<file path="src/rtl/mem_stage_if.sv">
// mem_stage_if: data-memory req/ack port between the memory stage and data memory
interface mem_stage_if #(
   parameter int ADDR_W = 10
);
   logic              req;
   logic              we;
   logic [ADDR_W-1:0] addr;
   logic [18:0]       wdata;
   logic [18:0]       rdata;
   logic              ack;
   modport master (output req, we, addr, wdata, input rdata, ack);
   modport slave  (input req, we, addr, wdata, output rdata, ack);
endinterface

</file>
<file path="src/rtl/mem_stage.sv">
// mem_stage: load/store stage with req/ack memory port, execute stall and timeout watchdog
module mem_stage #(
   parameter int         ADDR_W  = 10,
   parameter logic [4:0] OP_NOP  = 5'b00000,
   parameter logic [4:0] OP_LD   = 5'b01100,
   parameter logic [4:0] OP_ST   = 5'b01101,
   parameter int         TIMEOUT = 16
) (
   input  logic        clk,
   input  logic        reset,
   input  logic        valid_in,
   input  logic [4:0]  opcode_in,
   input  logic [18:0] alu_result_in,
   input  logic [18:0] store_data_in,
   input  logic [2:0]  rd_in,
   output logic        stall_out,
   mem_stage_if.master mem,
   output logic        valid_out,
   output logic [18:0] result_out,
   output logic [2:0]  rd_out,
   output logic        reg_write_out,
   output logic        err_out
);
   typedef enum logic {IDLE, WAIT} state_t;
   localparam int CW = $clog2(TIMEOUT);
   state_t            state, state_n;
   logic [CW-1:0]     cnt, cnt_n;
   logic              is_ld, is_ld_n;
   logic [2:0]        rd_q, rd_q_n;
   logic              req_n, we_n, stall_n, valid_n, rw_n, err_n;
   logic [ADDR_W-1:0] addr_n;
   logic [18:0]       wdata_n, result_n;
   logic [2:0]        rd_n;
   logic              mem_op, done;
   assign mem_op = opcode_in == OP_LD || opcode_in == OP_ST;
   assign done   = mem.ack || cnt == CW'(TIMEOUT - 1);
   // state and all registered outputs; reset discards any outstanding access
   always_ff @(posedge clk) begin
      if (!reset) begin
         state         <= IDLE;
         cnt           <= '0;
         is_ld         <= 1'b0;
         rd_q          <= '0;
         mem.req       <= 1'b0;
         mem.we        <= 1'b0;
         mem.addr      <= '0;
         mem.wdata     <= '0;
         stall_out     <= 1'b0;
         valid_out     <= 1'b0;
         reg_write_out <= 1'b0;
         result_out    <= '0;
         rd_out        <= '0;
         err_out       <= 1'b0;
      end else begin
         state         <= state_n;
         cnt           <= cnt_n;
         is_ld         <= is_ld_n;
         rd_q          <= rd_q_n;
         mem.req       <= req_n;
         mem.we        <= we_n;
         mem.addr      <= addr_n;
         mem.wdata     <= wdata_n;
         stall_out     <= stall_n;
         valid_out     <= valid_n;
         reg_write_out <= rw_n;
         result_out    <= result_n;
         rd_out        <= rd_n;
         err_out       <= err_n;
      end
   end
   // IDLE retires ALU ops or launches an access; WAIT ends on ack (wins) or watchdog abort
   always_comb begin
      state_n  = state;
      cnt_n    = cnt;
      is_ld_n  = is_ld;
      rd_q_n   = rd_q;
      req_n    = mem.req;
      we_n     = mem.we;
      addr_n   = mem.addr;
      wdata_n  = mem.wdata;
      stall_n  = stall_out;
      valid_n  = 1'b0;
      rw_n     = 1'b0;
      result_n = result_out;
      rd_n     = rd_out;
      err_n    = err_out;
      if (state == IDLE) begin
         if (valid_in && mem_op) begin
            state_n = WAIT;
            cnt_n   = '0;
            is_ld_n = opcode_in == OP_LD;
            rd_q_n  = rd_in;
            req_n   = 1'b1;
            we_n    = opcode_in == OP_ST;
            addr_n  = alu_result_in[ADDR_W-1:0];
            wdata_n = store_data_in;
            stall_n = 1'b1;
         end else if (valid_in) begin
            valid_n  = 1'b1;
            result_n = alu_result_in;
            rd_n     = rd_in;
            rw_n     = opcode_in != OP_NOP;
         end
      end else if (done) begin
         state_n  = IDLE;
         req_n    = 1'b0;
         stall_n  = 1'b0;
         valid_n  = 1'b1;
         rd_n     = rd_q;
         rw_n     = mem.ack && is_ld;
         result_n = mem.ack && is_ld ? mem.rdata : result_out;
         err_n    = err_out | ~mem.ack;
      end else begin
         cnt_n = cnt + CW'(1);
      end
   end
endmodule

</file>
<file path="src/flat_wrapper.sv">
// flat-port wrapper written by rule: the top's interface ports become plain ports
module mem_stage_flat 
#(
   parameter int         ADDR_W  = 10,
   parameter logic [4:0] OP_NOP  = 5'b00000,
   parameter logic [4:0] OP_LD   = 5'b01100,
   parameter logic [4:0] OP_ST   = 5'b01101,
   parameter int         TIMEOUT = 16
)
  (clk, reset, valid_in, opcode_in, alu_result_in, store_data_in, rd_in, stall_out, valid_out, result_out, rd_out, reg_write_out, err_out, mem_req, mem_we, mem_addr, mem_wdata, mem_rdata, mem_ack);
  mem_stage_if #(.ADDR_W(ADDR_W)) mem_i ();
  input  logic clk;
  input  logic reset;
  input  logic valid_in;
  input  logic [4:0] opcode_in;
  input  logic [18:0] alu_result_in;
  input  logic [18:0] store_data_in;
  input  logic [2:0] rd_in;
  output logic stall_out;
  output logic valid_out;
  output logic [18:0] result_out;
  output logic [2:0] rd_out;
  output logic reg_write_out;
  output logic err_out;
  output wire logic [$bits(mem_i.req)-1:0] mem_req;
  output wire logic [$bits(mem_i.we)-1:0] mem_we;
  output wire logic [$bits(mem_i.addr)-1:0] mem_addr;
  output wire logic [$bits(mem_i.wdata)-1:0] mem_wdata;
  input wire logic [$bits(mem_i.rdata)-1:0] mem_rdata;
  input wire logic [$bits(mem_i.ack)-1:0] mem_ack;
  assign mem_req = mem_i.req;
  assign mem_we = mem_i.we;
  assign mem_addr = mem_i.addr;
  assign mem_wdata = mem_i.wdata;
  assign mem_i.rdata = mem_rdata;
  assign mem_i.ack = mem_ack;
  mem_stage #(.ADDR_W(ADDR_W), .OP_NOP(OP_NOP), .OP_LD(OP_LD), .OP_ST(OP_ST), .TIMEOUT(TIMEOUT)) u_core (.clk(clk), .reset(reset), .valid_in(valid_in), .opcode_in(opcode_in), .alu_result_in(alu_result_in), .store_data_in(store_data_in), .rd_in(rd_in), .stall_out(stall_out), .mem(mem_i), .valid_out(valid_out), .result_out(result_out), .rd_out(rd_out), .reg_write_out(reg_write_out), .err_out(err_out));
endmodule
</file>
<file path="config.mk">
export PLATFORM = sky130hd
export DESIGN_NAME = mem_stage_flat
export DESIGN_NICKNAME = d
export VERILOG_FILES = /design/src/rtl/mem_stage_if.sv /design/src/rtl/mem_stage.sv /design/src/flat_wrapper.sv
export SDC_FILE = /design/constraint.sdc
export NUM_CORES = 1
export LEC_CHECK = 0
export CORE_MARGIN = 2
export CORE_UTILIZATION = 46
export CTS_CLUSTER_SIZE = 14
export DETAILED_ROUTE_END_ITERATION = 8
export GPL_ROUTABILITY_DRIVEN = 0
export PLACE_DENSITY = 0.95
export SLEW_MARGIN = 10
export SYNTH_ARGS = -nofsm -noshare
export SYNTH_HDL_FRONTEND = slang
export SYNTH_SLANG_ARGS = --single-unit
</file>
<file path="constraint.sdc">
create_clock -name clk -period 2.2 [get_ports clk]
set_input_delay 0.33 -clock clk [delete_from_list [all_inputs] [get_ports clk]]
set_output_delay 0.33 -clock clk [all_outputs]
set_load 0.05 [all_outputs]
</file>
==> results.json, run 1 <==
{
  "status": "finished, final reports clean",
  "drv_slew": 0,
  "dp_cells": 505,
  "period_needed_ns": 1.86,
  "cts_resized": 0,
  "fin_util_pct": 71.2,
  "cts_sinks": 65,
  "max_cap_viol_count": 0,
  "hold_depth": 2,
  "cpPeakStageDelay_ns": 0.84,
  "cts_buffers": 9,
  "fin_area_sq_mm": 0.00447,
  "die_y_um": 84.3,
  "rsz0062_at_grt": "no",
  "endpoint_kind": "output pin",
  "syn_inst": 325,
  "synthSimpleGateAreaFrac_pct": 15.5,
  "rr_startpoint": "u_core.state",
  "rows": 29,
  "routed_wl_um": 8170,
  "cp_max_fo": 3,
  "max_freq_mhz": 538,
  "dieArea_sq_mm": 0.00710,
  "worstReg2RegEnd": "u_core.rd_out[1]",
  "setup_violations": 0,
  "cts_tree": "built",
  "dp_hpwl_um": 5850,
  "initial_core_util_pct": 47.2,
  "cp_slowest_cell": "clkdlybuf4s50_1",
  "insertion_delay_ns": 0.34,
  "finalHoldViolCount": 0,
  "finClkSkew_ns": 0.00928,
  "synth_mux_area_share_pct": 14.7,
  "whs_endpoint": "u_core.result_out[18]",
  "crit_buf_inv": 1,
  "grt_max_degree": 35,
  "startpoint_type": "flip-flop",
  "grt_overflow_total": 0,
  "synth_compound_area_share_pct": 19.4,
  "ctsHoldBuffers": 0,
  "tns_ns": 0,
  "io_buffers": 125,
  "max-slew-margin-rel_pct": 63.8,
  "grtUsageTotal_pct": 22.5,
  "routedWlPerCell_um": 15.7,
  "powerDensity_mw_per_mm2": 642,
  "hold_path.class": "flip-flop to flip-flop",
  "remaining_drc_errors": 0,
  "io_pins": 126,
  "critPathArrivalTime_ns": 1.53,
  "synth_xor_area_share_pct": 0,
  "grt_pass1_vias": 2802,
  "cts.path.max_buffers": 2,
  "grt_pass1_wl_um": 12900,
  "antenna_found_initial": 0,
  "fp.dieW_um": 84.3,
  "path_class": "flip-flop to output pin",
  "drtIter0Drc": 109,
  "final_common_cell": "clkdlybuf4s50_1",
  "htree_levels": 3,
  "path_clk_slew_ns": 0.06,
  "ys_seq_area_share_pct": 43.9,
  "syn_to_final_growth_pct": 50.8,
  "power_leakage_nw": 1.66,
  "vias": 2812,
  "tightest_slew_ns": 0.541,
  "synth_area_sq_mm": 0.00296,
  "cp_top_family": "buffers and inverters",
  "firstDrtPassIters": 4,
  "drive_gt1_share_pct": 11.9,
  "synth_nets": 395,
  "final_cell_mix": "124 x clkdlybuf4s50_1, 65 x dfxtp_1, 46 x nand2_1",
  "postPlaceCellArea_sq_mm": 0.00426,
  "yosysWarningCount": 0,
  "rr_worst_depth": 5,
  "fin_cells": 521,
  "yosys.cell_types.count": 35,
  "synth_top_family_by_area": "compound AO/OA/AOI/OAI gates",
  "diodes": 0,
  "path_cells": "clkdlybuf4s50_1",
  "peakVddDrop_uv": 432,
  "period_share_pct": 84.4,
  "r2r_slack_ns": 0.63,
  "synth_seq_cells": 65,
  "ant_nets": 0,
  "nets": 509,
  "via_per_inst": 5.40,
  "cts_setup_buffers": 0,
  "min-delay-start": "u_core.result_out[18]",
  "syn_avg_cell_area_sq_um": 9.12,
  "critPathRequiredTime_ns": 1.87,
  "cts_root_buf": "clkbuf_8",
  "synthAdderAreaFrac_pct": 0.422,
  "core_sq_mm": 0.00628
}
-- how the worst max path moves through the flow --
stage                         startpoint                    to  slack [ns]  cells after the start
final                     u_core.mem.req               mem_req        0.34                      1
after global routing      u_core.mem.req               mem_req        0.28                      1
after CTS                 u_core.mem.req               mem_req        0.32                      1
after detailed placement    opcode_in[1]  u_core.result_out[8]        0.22                      5
after global placement      opcode_in[1]  u_core.result_out[3]        0.30                      5
after floorplan            u_core.cnt[0]         u_core.cnt[3]        0.75                      4
-- cell type report --
cell class	instances	area, sq um
clock buffers	12	135
inverters	3	11.3
multi-input cells	225	1490
well taps	77	96.3
clock inverters	4	76.3
flip-flops and latches	65	1300
fillers	489	1810
repair buffers	135	1360
-- cells in the mapped netlist (all sizes together) --
cell / n / area, sq um
o31ai: 1 / 7.51
a22oi: 1 / 21.3
or4: 2 / 15.0
nor3b: 1 / 7.51
o211a: 1 / 10.0
a31o: 1 / 17.5
o211ai: 4 / 30.0
a21boi: 36 / 270
o22ai: 4 / 25.0
nand2b: 2 / 12.5
o21a: 1 / 7.51
mux2: 19 / 214
o21ai: 34 / 170
nor2: 1 / 3.75
nor2b: 3 / 18.8
buf: 18 / 114
nand2: 46 / 173
a31oi: 1 / 6.26
mux2i: 22 / 220
a21oi: 2 / 10.0
ha: 1 / 12.5
nand4bb: 1 / 11.3
and2: 1 / 6.26
or2: 4 / 25.0
inv: 3 / 11.3
clkbuf: 14 / 53.8
nand3: 35 / 175
dfxtp: 65 / 1300
and4bb: 1 / 12.5
-- stage by stage --
stage | hold WS, ns | worst slack [ns] | total power, mW
floorplan | 0.453 | 0.749 | 1.55
finish | 0.459 | 0.343 | 2.87
global placement | 0.444 | 0.298 | 1.78
detailed placement | 0.453 | 0.217 | 1.79
global route | 0.487 | 0.282 | 2.97
CTS | 0.464 | 0.322 | 2.89
-- report_power, final --
part	switching (mW)	leakage [nW]	internal [mW]
clock network	0.456	0.101	0.644
registers	0.0201	0.529	1.22
logic	0.281	1.03	0.250
total	0.757	1.66	2.11
-- metal layers --
| layer | track usage (%) | part of all wire, % | up-vias | routed length (um) |
|---|---|---|---|---|
| met2 | 38.9 | 52 | 94 | 4210 |
| met4 | 9.68 | 2.6 | 0 | 214 |
| met3 | 6.59 | 5.3 | 18 | 430 |
| li1 | - | - | 1368 | - |
| met5 | 0 | 0 | - | 0 |
| met1 | 25.9 | 41 | 1332 | 3310 |
-- flip-flops by register name, indices dropped and copies added, names as in the netlist --
| signal | cells |
|---|---|
| u_core.rd_out | 3 |
| u_core.reg_write_out | 1 |
| u_core.valid_out | 1 |
| u_core.cnt | 4 |
| u_core.rd_q | 3 |
| u_core.mem.we | 1 |
| u_core.mem.req | 1 |
| u_core.mem.addr | 10 |
| u_core.mem.wdata | 19 |
| u_core.state | 1 |
| u_core.err_out | 1 |
| u_core.result_out | 19 |
| u_core.is_ld | 1 |
-- cells by family (layout without fill, tap and decap cells) --
kind of cell               count (synthesis)  count (layout)
adders and majority gates                  1               1
DFF                                       65              65
and+or+nand+nor                           97              97
AOI/OAI and AO/OA                         86              86
muxes                                     41              41
buffers and inverters                     35             154
(Power assumes the default switching activity.)
==> inputs of run 2 (changes only) <==
--- a/config.mk
+++ b/config.mk
@@ -6,11 +6,11 @@
 export NUM_CORES = 1
 export LEC_CHECK = 0
 export CORE_MARGIN = 2
-export CORE_UTILIZATION = 46
+export CORE_UTILIZATION = 38
 export CTS_CLUSTER_SIZE = 14
 export DETAILED_ROUTE_END_ITERATION = 8
 export GPL_ROUTABILITY_DRIVEN = 0
-export PLACE_DENSITY = 0.95
+export PLACE_DENSITY = 0.86
 export SLEW_MARGIN = 10
 export SYNTH_ARGS = -nofsm -noshare
 export SYNTH_HDL_FRONTEND = slang
==> constraint.sdc (replaced) <==
create_clock -name clk -period 1.7 [get_ports clk]
set_input_delay 0.255 -clock clk [delete_from_list [all_inputs] [get_ports clk]]
set_output_delay 0.255 -clock clk [all_outputs]
set_load 0.05 [all_outputs]
==> results.json, run 2 (same netlist as run 1, synthesis figures left out) <==
{
  "cts_tree": "built",
  "grt_max_degree": 91,
  "postPlaceCellArea_sq_mm": 0.00424,
  "grtUsageTotal_pct": 19.0,
  "finalHoldViolCount": 0,
  "max-slew-margin-rel_pct": 68.0,
  "htree_levels": 3,
  "drive_gt1_share_pct": 25.7,
  "dieArea_sq_mm": 0.00852,
  "cts.path.max_buffers": 2,
  "io_buffers": 125,
  "period_share_pct": 87.8,
  "drtIter0Drc": 114,
  "reg_top3": "u_core.mem.wdata: 19 flops, u_core.result_out: 19 flops, u_core.mem.addr: 10 flops",
  "path_clk_slew_ns": 0.08,
  "tightest_slew_ns": 0.482,
  "insertion_delay_ns": 0.34,
  "pre_cts_ws_ns": -0.0454,
  "setup_violations": 0,
  "rr_startpoint": "u_core.cnt[0]",
  "status": "finished, final reports clean",
  "critPathArrivalTime_ns": 1.77,
  "cts_root_buf": "clkbuf_8",
  "core_sq_mm": 0.00765,
  "rsz0062_at_grt": "no",
  "drv_slew": 0,
  "final_cell_mix": "67 x clkdlybuf4s50_1, 64 x dfxtp_1, 60 x buf_4",
  "firstDrtPassIters": 4,
  "path_cells": "ha_1, a31o_4, or4_1, a21oi_1",
  "grt_overflow_total": 0,
  "max_freq_mhz": 670,
  "via_per_inst": 5.08,
  "hold_slack_ns": 0.436,
  "fin_area_sq_mm": 0.00451,
  "finClkSkew_ns": 0.0105,
  "power_leakage_nw": 1.84,
  "rows": 32,
  "fin_cells": 549,
  "hold_path.class": "primary input to flip-flop",
  "cpPeakStageDelay_ns": 0.46,
  "vias": 2788,
  "fp.dieW_um": 92.3,
  "crit_buf_inv": 0,
  "critPathRequiredTime_ns": 1.97,
  "cts_buffers": 9,
  "syn_to_final_growth_pct": 52.4,
  "nets": 512,
  "final_common_cell": "clkdlybuf4s50_1",
  "die_y_um": 92.3,
  "peakVddDrop_uv": 444,
  "powerDensity_mw_per_mm2": 899,
  "io_pins": 126,
  "antenna_found_initial": 0,
  "endpoint_kind": "flip-flop",
  "fin_util_pct": 59.0,
  "max_cap_viol_count": 0,
  "cts_setup_buffers": 0,
  "cts_resized": 2,
  "cp_max_fo": 4,
  "layout_setup_ws_ns": 0.207,
  "period_needed_ns": 1.49,
  "grt_pass1_wl_um": 12900,
  "routedWlPerCell_um": 14.5,
  "min-delay-start": "reset",
  "dp_hpwl_um": 5740,
  "startpoint_type": "flip-flop",
  "ant_nets": 0,
  "critPathLaunch": "u_core.cnt[0]",
  "cp_slowest_cell": "or4_1",
  "dp_cells": 533,
  "path_class": "flip-flop to flip-flop",
  "grt_pass1_vias": 2794,
  "diodes": 0,
  "cts_sinks": 65,
  "cp_top_family": "simple AND/OR/NAND/NOR gates",
  "routed_wl_um": 7980,
  "ctsHoldBuffers": 0,
  "remaining_drc_errors": 0,
  "initial_core_util_pct": 38.7
}
run 2: worst reg2reg max path: stages, from the launching register on:
cell     delay, ns
dfxtp_1       0.34
ha_1          0.23
a31o_4        0.26
or4_1         0.46
a21oi_1       0.14
run 2: final cells by class:
| cell class | count | area [sq um] |
|---|---|---|
| clock buffers | 10 | 138 |
| clock inverters | 6 | 138 |
| fillers | 665 | 3130 |
| inverters | 3 | 11.3 |
| multi-input cells | 225 | 1490 |
| flip-flops and latches | 65 | 1300 |
| well taps | 102 | 128 |
| repair buffers | 138 | 1300 |
run 2: final timing paths:
kind         cells after the start  slack (ns)                     to
max reg2reg                      4        0.21          u_core.cnt[3]
min reg2reg                      2        0.46  u_core.result_out[17]
min                              3        0.44         u_core.mem.req
max                              4        0.21          u_core.cnt[3]
run 2: where the power goes:
part | total (mW) | internal (mW) | switching [mW]
Clock | 1.77 | 1.17 | 0.600
Sequential | 1.60 | 1.57 | 0.0284
Combinational | 0.683 | 0.319 | 0.364
Total | 4.06 | 3.06 | 0.993
run 2: layer usage:
layer | global-route usage [%] | routed length, um
met1 | 21.7 | 3280
met2 | 33.0 | 4000
met3 | 6.27 | 496
met4 | 6.59 | 200
met5 | 0 | 0
run 2: per-stage QoR:
step	TNS (ns)	power (mW)
CTS	0	4.11
global route	0	4.22
floorplan	0	2.01
finish	0	4.06
global placement	0	2.31
detailed placement	-0.189	2.32
